File: src/rtl/ifm_chunk_pingpong_ctrl.sv
// ---------------------------------------------------------------------------
// ifm_chunk_pingpong_ctrl
//
// Sequencing controller for the double-buffered IFM non-padding chunk store.
// Two chunk banks are filled in turn from the IFM loader and then launched,
// one at a time, to the compute units. A bank is freed only after every
// enabled compute unit has reported that it consumed the chunk.
//
// Optional feature macro: IFM_CHUNK_CTRL_PERF_EN
//   defined   -> 16-bit saturating stall counters on perf_wr_stall_o and
//                perf_rd_stall_o
//   undefined -> both perf ports are tied to zero, no counter logic
//
// Ports
//   clk_i            clock
//   rst_i            synchronous active-high reset
//   ld_valid_i       loader beat valid
//   ld_ready_o       controller can take a beat (registered state only)
//   ld_shift_i       chunk shift, captured on the first beat of a chunk
//   wr_valid_o       store write strobe (accepted beat)
//   wr_count_o       beat index inside the chunk being written
//   wr_sel_o         bank being filled
//   chunk_start_o    one-cycle launch pulse to the compute units
//   rd_sel_o         bank being read
//   shift_left_o     shift of the launched chunk
//   cu_en_i          quasi-static compute unit enables
//   cu_done_i        per-CU one-cycle "chunk consumed" pulse
//   bank_full_o      per bank: holds a full chunk not yet launched
//   perf_wr_stall_o  loader stall cycle counter
//   perf_rd_stall_o  read-side idle-without-data cycle counter
//
// Read FSM
//   state   | meaning
//   --------+-------------------------------------------------------------
//   R_IDLE  | waiting for bank[rp] to become FULL
//   R_START | chunk_start_o pulse, CU done pulses ignored
//   R_BUSY  | collecting done pulses; release bank[rp] when all enabled
//           | CUs have reported
//
// Bank state
//   state     | meaning
//   ----------+-----------------------------------------------------------
//   B_EMPTY   | free, next accepted beat starts a new chunk
//   B_FILLING | partially written
//   B_FULL    | complete chunk, not yet launched
//   B_READING | launched, waiting for the compute units to finish
// ---------------------------------------------------------------------------
module ifm_chunk_pingpong_ctrl #(
   parameter int MEM_SIZE         = 128,
   parameter int BUS_SIZE         = 32,
   parameter int PREFIX_SUM_SIZE  = 32,
   parameter int COMPUTE_UNIT_NUM = 4,
   // derived, not meant to be overridden
   parameter int WR_CYC_NUM       = MEM_SIZE / BUS_SIZE,
   parameter int CW               = (WR_CYC_NUM > 1) ? $clog2(WR_CYC_NUM) : 1,
   parameter int SW               = $clog2(PREFIX_SUM_SIZE)
) (
   input  logic                        clk_i,
   input  logic                        rst_i,

   input  logic                        ld_valid_i,
   output logic                        ld_ready_o,
   input  logic [SW-1:0]               ld_shift_i,

   output logic                        wr_valid_o,
   output logic [CW-1:0]               wr_count_o,
   output logic                        wr_sel_o,

   output logic                        chunk_start_o,
   output logic                        rd_sel_o,
   output logic [SW-1:0]               shift_left_o,

   input  logic [COMPUTE_UNIT_NUM-1:0] cu_en_i,
   input  logic [COMPUTE_UNIT_NUM-1:0] cu_done_i,

   output logic [1:0]                  bank_full_o,
   output logic [15:0]                 perf_wr_stall_o,
   output logic [15:0]                 perf_rd_stall_o
);

   typedef enum logic [1:0] {
      B_EMPTY   = 2'd0,
      B_FILLING = 2'd1,
      B_FULL    = 2'd2,
      B_READING = 2'd3
   } bank_e;

   typedef enum logic [1:0] {
      R_IDLE  = 2'd0,
      R_START = 2'd1,
      R_BUSY  = 2'd2
   } rstate_e;

   localparam logic [CW-1:0] LAST_BEAT = CW'(WR_CYC_NUM - 1);

   // ------------------------------------------------------------------------
   // Registers
   // ------------------------------------------------------------------------
   bank_e                         bank_q [2];
   bank_e                         bank_d [2];
   logic [SW-1:0]                 shift_q [2];
   logic [SW-1:0]                 shift_d [2];
   logic                          wp_q, wp_d;
   logic                          rp_q, rp_d;
   logic [CW-1:0]                 wr_count_q, wr_count_d;
   logic [COMPUTE_UNIT_NUM-1:0]   done_mask_q, done_mask_d;
   logic [SW-1:0]                 shift_left_q, shift_left_d;
   rstate_e                       rstate_q, rstate_d;

   // ------------------------------------------------------------------------
   // Shared decode
   // ------------------------------------------------------------------------
   logic                          wr_fire;
   logic                          rd_launch;
   logic                          rd_release;
   logic [COMPUTE_UNIT_NUM-1:0]   done_hit;
   logic                          done_all;

   // Ready depends only on registered bank state (plus reset), never on
   // ld_valid_i, so the loader sees no combinational loop through us.
   assign ld_ready_o = !rst_i &&
                       ((bank_q[wp_q] == B_EMPTY) || (bank_q[wp_q] == B_FILLING));
   assign wr_fire    = ld_valid_i && ld_ready_o;

   assign done_hit   = cu_done_i & cu_en_i;
   // Disabled CUs count as done; the current pulse is folded in so the
   // release happens at the edge after the final pulse, not one later.
   assign done_all   = &(done_mask_q | done_hit | ~cu_en_i);

   assign rd_launch  = (rstate_q == R_IDLE) && (bank_q[rp_q] == B_FULL);
   assign rd_release = (rstate_q == R_BUSY) && done_all;

   // ------------------------------------------------------------------------
   // Read FSM: state register
   // ------------------------------------------------------------------------
   always_ff @(posedge clk_i) begin
      if (rst_i) begin
         rstate_q <= R_IDLE;
      end else begin
         rstate_q <= rstate_d;
      end
   end

   // ------------------------------------------------------------------------
   // Read FSM: next state
   // ------------------------------------------------------------------------
   always_comb begin
      rstate_d = rstate_q;
      case (rstate_q)
         R_IDLE:  if (rd_launch)  rstate_d = R_START;
         R_START:                 rstate_d = R_BUSY;
         R_BUSY:  if (rd_release) rstate_d = R_IDLE;
         default:                 rstate_d = R_IDLE;
      endcase
   end

   // ------------------------------------------------------------------------
   // Read FSM: outputs
   // ------------------------------------------------------------------------
   always_comb begin
      chunk_start_o = 1'b0;
      case (rstate_q)
         R_START: chunk_start_o = 1'b1;
         default: chunk_start_o = 1'b0;
      endcase
   end

   // ------------------------------------------------------------------------
   // Bank / pointer next-state
   // The write side only touches bank[wp] while it is EMPTY/FILLING and the
   // read side only touches bank[rp] while it is FULL/READING, so the two
   // updates below can never target the same bank in the same cycle.
   // ------------------------------------------------------------------------
   always_comb begin
      bank_d       = bank_q;
      shift_d      = shift_q;
      wp_d         = wp_q;
      rp_d         = rp_q;
      wr_count_d   = wr_count_q;
      done_mask_d  = done_mask_q;
      shift_left_d = shift_left_q;

      if (wr_fire) begin
         if (bank_q[wp_q] == B_EMPTY) begin
            bank_d[wp_q]  = B_FILLING;
            shift_d[wp_q] = ld_shift_i;
         end
         if (wr_count_q == LAST_BEAT) begin
            bank_d[wp_q] = B_FULL;
            wr_count_d   = '0;
            wp_d         = ~wp_q;
         end else begin
            wr_count_d   = wr_count_q + CW'(1);
         end
      end

      if (rd_launch) begin
         bank_d[rp_q] = B_READING;
         done_mask_d  = '0;
         shift_left_d = shift_q[rp_q];
      end

      if (rstate_q == R_BUSY) begin
         done_mask_d = done_mask_q | done_hit;
      end

      if (rd_release) begin
         bank_d[rp_q] = B_EMPTY;
         rp_d         = ~rp_q;
      end
   end

   always_ff @(posedge clk_i) begin
      if (rst_i) begin
         bank_q[0]    <= B_EMPTY;
         bank_q[1]    <= B_EMPTY;
         shift_q[0]   <= '0;
         shift_q[1]   <= '0;
         wp_q         <= 1'b0;
         rp_q         <= 1'b0;
         wr_count_q   <= '0;
         done_mask_q  <= '0;
         shift_left_q <= '0;
      end else begin
         bank_q       <= bank_d;
         shift_q      <= shift_d;
         wp_q         <= wp_d;
         rp_q         <= rp_d;
         wr_count_q   <= wr_count_d;
         done_mask_q  <= done_mask_d;
         shift_left_q <= shift_left_d;
      end
   end

   // ------------------------------------------------------------------------
   // Outputs
   // ------------------------------------------------------------------------
   assign wr_valid_o   = wr_fire;
   assign wr_count_o   = wr_count_q;
   assign wr_sel_o     = wp_q;
   assign rd_sel_o     = rp_q;
   assign shift_left_o = shift_left_q;
   assign bank_full_o  = {(bank_q[1] == B_FULL), (bank_q[0] == B_FULL)};

   // ------------------------------------------------------------------------
   // Performance counters
   // ------------------------------------------------------------------------
`ifdef IFM_CHUNK_CTRL_PERF_EN
   logic [15:0] perf_wr_q, perf_wr_d;
   logic [15:0] perf_rd_q, perf_rd_d;
   logic        wr_stall;
   logic        rd_stall;

   assign wr_stall = ld_valid_i && !ld_ready_o;
   assign rd_stall = (rstate_q == R_IDLE) && (bank_q[rp_q] != B_FULL);

   always_comb begin
      perf_wr_d = perf_wr_q;
      perf_rd_d = perf_rd_q;
      if (wr_stall && (perf_wr_q != 16'hFFFF)) perf_wr_d = perf_wr_q + 16'd1;
      if (rd_stall && (perf_rd_q != 16'hFFFF)) perf_rd_d = perf_rd_q + 16'd1;
   end

   always_ff @(posedge clk_i) begin
      if (rst_i) begin
         perf_wr_q <= '0;
         perf_rd_q <= '0;
      end else begin
         perf_wr_q <= perf_wr_d;
         perf_rd_q <= perf_rd_d;
      end
   end

   assign perf_wr_stall_o = perf_wr_q;
   assign perf_rd_stall_o = perf_rd_q;
`else
   assign perf_wr_stall_o = 16'h0000;
   assign perf_rd_stall_o = 16'h0000;
`endif

endmodule

File: config.mk
export PLATFORM = sky130hd
export DESIGN_NAME = ifm_chunk_pingpong_ctrl
export DESIGN_NICKNAME = d
export VERILOG_FILES = /design/src/rtl/ifm_chunk_pingpong_ctrl.sv
export SDC_FILE = /design/constraint.sdc
export NUM_CORES = 1
export LEC_CHECK = 0
export CORE_MARGIN = 2
export CORE_UTILIZATION = 28
export CTS_CLUSTER_DIAMETER = 50
export CTS_CLUSTER_SIZE = 20
export DETAILED_ROUTE_END_ITERATION = 10
export DONT_BUFFER_PORTS = 1
export SLEW_MARGIN = 20
export SYNTH_ARGS = -nofsm -noshare
export SYNTH_HDL_FRONTEND = slang
export SYNTH_SLANG_ARGS = --single-unit
File: constraint.sdc
create_clock -name clk_i -period 2.1 [get_ports clk_i]
set_clock_uncertainty 0.05 [all_clocks]
set_input_delay 0.105 -clock clk_i [delete_from_list [all_inputs] [get_ports clk_i]]
set_output_delay 0.105 -clock clk_i [all_outputs]
set_load 0.02 [all_outputs]
==> metrics.csv, run 1 <==
metric,value,unit
ANT nets after route,0,
GR Util All Layers,10.60,%
HP Start,ld_valid_i,
most frequent cells in the layout,"conb_1 (32), dfxtp_1 (29), nor2_1 (27), dlygate4sd3_1 (14), mux2i_1 (10)",
IO buf count,0,
Max Cap Viol,0,
gp weighted congestion,0.7309,
root buffer cell,clkbuf_8,
Vias,1120,
minimum clock period,1720,ps
Wirelength per Cell,11.96,µm
post-CTS setup buffers,0,
worst slew pin tran,550.3,ps
f_max,0.5813,GHz
crit-path cells,mux2_2 -> nor2_1 -> buf_4,
Place WS,460.3,ps
final setup fails,0,
Critical Path AT,1570,ps
unrepaired setup endpoints after global routing,false,
Mapped Cells,173,
Non-Filler Instances,263,
"EDFF count, synth",0,
Design Power,1.206,mW
die footprint,0.006261,mm²
clk_lat worst skew,280,ps
grt ovf,0,
final worst slack,379.9,ps
drt first pass iters,4,
Cell variety after synth,37,
Slew HR,63.16,%
Post-CTS Resized,0,
YS warnings,0,
reg-to-reg setup timing slack,440,ps
row count,27,
worst hold path class,input port to flip-flop,
Critical R2R Capture,shift_left_o[1]$_SDFFE_PP0N_,
status,completed,
setup tns final,0,ps
slowest stage cell on the critical path,dfxtp_1,
placed cell count,241,
Area Overhead vs Synth,11.32,%
Die Wd,79.13,µm
Syn Std Cell Area,0.001580,mm²
Layout Nets,208,
drc violations,0,
power density cells,685.5,mW/mm²
Critical R2R Launch,bank_q[1]$_SDFF_PP0_,
first-pass GRT wire length,4954,µm
R2R depth,4,
"commonest non-fill, non-tap cell in the layout",conb_1,
final max-slew violation count,0,
CTS tree,built,
Worst-path clk slew,60,ps
H-tree Lvls,2,
Num CTS Buffers,5,
Hold EP,bank_q[1]$_SDFF_PP0_,
Synth Flop Type,dfxtp_1,
Bufs on Longest Clock Path,2,
initial core utilization,28.88,%
Hold Path Depth,2,
period utilization,81.91,%
Critical Path Max Stage Delay,430,ps
critical path launch point type,flip-flop,
Final Hold Fails,0,
Vert. Die Dim,79.13,µm
Max VDD drop,0.1886,mV
post-synthesis sequential area ratio,36.74,%
Clock Sinks,29,
vias in the first global route,995,
async set or reset register ratio after synthesis,0,%
share of cells above drive strength 1,13.09,%
"flops & latches, synth",29,
Antenna diodes,0,
Crit Path Class,flip-flop to output pin,
CP endpoint kind,output pin,
crit path max fanout,5,
P_leak,0.6589,nW
vias per std cell,4.259,
CP required,1950,ps
Routed WL,3146,µm
largest net degree at the start of global routing,30,
Post-DP HPWL,2266,µm
initial antenna violation count,0,
Mean Syn Cell Area,9.134,µm²
Core Area,0.005473,mm²
# IOs,62,
1st-iter DRT viols,44,
[metrics by stage]
step / utilization, % / hold WS [ps] / instance area [µm²]
5_1_grt: 32.14 / 42.90 / 1759
2_1_floorplan: - / 202.2 / 1697
4_1_cts: 32.24 / 30.67 / 1764
3_5_place_dp: 27.85 / 127.8 / 1524
6_report: 32.14 / 39.93 / 1759
3_3_place_gp: 27.85 / 127.0 / 1524
[area by class of cell]
class | instances | area, µm²
fill | 594 | 3714
sequential | 29 | 580.6
inverter | 8 | 30.03
timing repair buffer | 18 | 167.7
multi-input combinational | 129 | 800.8
clock inverter | 1 | 7.507
clock buffer | 6 | 82.58
tap | 72 | 90.09
[sequential cells by signal (all words and copies together), names as in the netlist]
| register | flops |
|---|---|
| bank_q | 4 |
| wr_sel_o | 1 |
| shift_left_o | 5 |
| wr_count_o | 2 |
| rd_sel_o | 1 |
| done_mask_q | 4 |
| shift_q | 10 |
| rstate_q | 2 |
[cell families (layout without fill, tap and decap cells)]
logic type | after synthesis | in the layout | synth area share, %
flip-flops | 29 | 29 | 36.74
other | 1 | 32 | 0.2373
buffers and inverters | 46 | 33 | 19.95
AND/OR/NAND/NOR | 49 | 49 | 18.37
AO/OA/AOI/OAI | 35 | 35 | 16.15
adder cells (fa/ha/maj) | 1 | 1 | 0.7916
multiplexers | 12 | 12 | 7.759
[critical path: cells and delay by family, from the launching register on]
family	cells	cell delay, ps
DFF	1	430
and+or+nand+nor	1	270
muxes	1	380
buffers and inverters	1	210
[cells in the mapped netlist, types with 2 or more instances]
master    instances  share of area, %
buf_4            33                16
dfxtp_1          29                37
nor2_1           27               6.4
mux2i_1          10               6.3
o21ai_0           9               2.9
inv_1             8               1.9
nand3_1           6               1.9
a211oi_2          5               4.0
a21oi_1           5               1.6
o22ai_1           4               1.6
a211oi_1          3               1.4
nand2_1           3              0.71
nand2b_1          3               1.2
a22o_1            2               1.1
a31oi_1           2              0.79
mux2_2            2               1.4
nor4b_4           2               3.0
[repair_timing]
item	CTS	global route
setup endpoints to repair	0	0
hold buffers	15	0
hold endpoints to repair	29	0
[report_power, final]
group / leakage (nW) / internal [mW] / switching [mW]
logic: 0.381 / 0.0488 / 0.102
registers: 0.235 / 0.568 / 0.0241
clock network: 0.0433 / 0.258 / 0.205
[layer usage]
metal / vias to the layer above / global-route usage [%] / wire, µm
li1: 563 / - / -
met1: 507 / 11.82 / 1336
met2: 45 / 16.10 / 1425
met3: 5 / 6.136 / 327
met4: 0 / 5.172 / 57
met5: - / 0 / 0
[worst max path at each step]
stage / start / endpoint / slack (ps) / cells after the start
after CTS: wr_sel_o$_SDFFE_PP0P_ / wr_valid_o / 360 / 3
after detailed placement: bank_q[1]$_SDFF_PP0_ / shift_left_o[0]$_SDFFE_PP0N_ / 460 / 4
final: wr_sel_o$_SDFFE_PP0P_ / wr_valid_o / 380 / 3
after global routing: wr_sel_o$_SDFFE_PP0P_ / wr_valid_o / 260 / 3
after global placement: bank_q[1]$_SDFF_PP0_ / shift_left_o[3]$_SDFFE_PP0N_ / 520 / 4
after floorplan: wr_sel_o$_SDFFE_PP0P_ / wr_count_o[0]$_SDFFE_PP0N_ / 260 / 5
Note: power is estimated with default switching activity, not from simulation.
==> run 2: changes to the inputs <==
==> constraint.sdc (replaced) <==
create_clock -name clk_i -period 1.5 [get_ports clk_i]
set_clock_uncertainty 0.05 [all_clocks]
set_input_delay 0.075 -clock clk_i [delete_from_list [all_inputs] [get_ports clk_i]]
set_output_delay 0.075 -clock clk_i [all_outputs]
set_load 0.02 [all_outputs]
==> run 2 against run 1 <==
Clock power grew 52%. Final cell count grew 7.2%. Combinational power grew 79%. Worst hold slack lost 13 ps. Total power grew 48%. Sequential power grew 38%. Die area is the same. Highest routed layer unchanged.
==> metrics.csv, run 2 (same netlist as run 1, synthesis figures left out) <==
metric,value,unit,change
drt first pass iters,4,,unchanged
gp weighted congestion,0.7515,,+2.8%
worst hold path class,input port to flip-flop,,
worst path bufs/invs,2,,+1
Clock Sinks,29,,unchanged
row count,27,,unchanged
Antenna diodes,0,,unchanged
Worst-path clk slew,60,ps,about the same
die footprint,0.006261,mm²,unchanged
CP required,1370,ps,-580 ps
Vert. Die Dim,79.13,µm,unchanged
# IOs,62,,unchanged
initial antenna violation count,0,,unchanged
crit-path leading delay family,flip-flops,,
Routed WL,3288,µm,+4.5%
Critical Path Max Stage Delay,330,ps,-100 ps
largest net degree at the start of global routing,31,,+3.3%
f_max,0.6956,GHz,
root buffer cell,clkbuf_8,,
final worst slack,62.39,ps,-317.5 ps
met3 Track Usage GR,5.455,%,-0.68 points
GR peak layer,met2,,
Core Area,0.005473,mm²,unchanged
grt ovf,0,,unchanged
Place WS,114.4,ps,-345.9 ps
Final Cell Area,0.001944,mm²,+11%
max FFs per register,10,,unchanged
Layout Nets,226,,+8.7%
Num CTS Buffers,5,,unchanged
Fin Hold WS,26.75,ps,-13.17 ps
Crit Path Class,flip-flop to output pin,,
period utilization,95.84,%,
clk_lat worst skew,280,ps,about the same
share of cells above drive strength 1,21.90,%,+8.8 points
P_leak,0.7842,nW,+19%
unrepaired setup endpoints after global routing,true,,
Placed Area,0.001630,mm²,+7.0%
Post-DP HPWL,2296,µm,+1.3%
minimum clock period,1438,ps,
drc violations,0,,unchanged
vias in the first global route,1151,,+16%
Util after Layout,35.53,%,+3.4 points
final setup fails,0,,unchanged
power density cells,919.8,mW/mm²,+34%
initial core utilization,28.88,%,unchanged
critical path launch point type,flip-flop,,
met2 Usage GRT,18.22,%,+2.1 points
most frequent cells in the layout,"conb_1 (32), dfxtp_1 (28), nor2_1 (25), buf_4 (18), dlygate4sd3_1 (15)",,
crit-path cells,buf_4 -> mux2_2 -> nor2_2 -> buf_6,,
Final Hold Fails,0,,unchanged
Max VDD drop,0.2553,mV,+35%
status,completed,,
final max-slew violation count,0,,unchanged
Vias,1205,,+7.6%
ANT nets after route,0,,unchanged
first-pass GRT wire length,5340,µm,+7.8%
H-tree Lvls,2,,unchanged
slowest stage cell on the critical path,dfxtp_1,,
CTS tree,built,,
Critical Path AT,1310,ps,-260 ps
Area Overhead vs Synth,23.04,%,
vias per std cell,4.273,,+0.34%
met1 Usage GRT,11.70,%,-0.12 points
crit path max fanout,4,,-1
GR Util All Layers,11.09,%,+0.49 points
1st-iter DRT viols,47,,+6.8%
CP endpoint kind,output pin,,
Die Wd,79.13,µm,unchanged
"commonest non-fill, non-tap cell in the layout",conb_1,,
Max Cap Viol,0,,unchanged
Bufs on Longest Clock Path,2,,unchanged
IO buf count,0,,unchanged
Wirelength per Cell,11.66,µm,-2.5%
largest reg by FF count,shift_q,,
## run 2: metal layers
| metal | vias to the layer above | routed length, µm | share of wire (%) |
|---|---|---|---|
| met5 | - | 0 | 0 |
| met4 | 0 | 60 | 1.8 |
| met3 | 5 | 305 | 9.3 |
| met2 | 49 | 1523 | 46 |
| met1 | 552 | 1398 | 43 |
| li1 | 599 | - | - |
## run 2: worst paths after layout
| check | start | cells after the start | slack (ps) | to |
|---|---|---|---|---|
| max | bank_q[3]$_SDFF_PP0_ | 4 | 60 | ld_ready_o |
| min | ld_valid_i | 2 | 30 | bank_q[1]$_SDFF_PP0_ |
| max reg2reg | bank_q[3]$_SDFF_PP0_ | 6 | 90 | wr_count_o[0]$_SDFFE_PP0N_ |
| min reg2reg | done_mask_q[3]$_SDFFE_PP0P_ | 2 | 430 | done_mask_q[3]$_SDFFE_PP0P_ |
## run 2: layout make-up
type	instances	area, µm²
clock buffer	7	96.34
clock inverter	1	5.005
fill	580	3528
inverter	8	30.03
multi-input combinational	129	810.8
sequential	29	584.3
tap	72	90.09
timing repair buffer	36	327.8
## run 2: stage by stage
stage               instances  TNS [ps]  power (mW)
global placement          254         0       1.040
floorplan                 204         0       1.080
CTS                       281         0       1.812
global route              282    -1.542       1.872
finish                    282         0       1.788
detailed placement        254         0       1.042
## run 2: repair_timing
item | in CTS | in global routing
resized for setup | 1 | 3
hold buffers | 16 | 0
pin swaps | 0 | 1
endpoints found under the setup margin | 2 | 2
endpoints found under the hold margin | 29 | 0
buffers inserted | 3 | 1
## run 2: power by group
part / switching [mW] / total, mW / internal, mW / leakage (nW)
Sequential: 0.0211 / 0.814 / 0.793 / 0.236
Clock: 0.289 / 0.703 / 0.414 / 0.0542
Combinational: 0.167 / 0.271 / 0.104 / 0.494
Total: 0.477 / 1.79 / 1.31 / 0.784
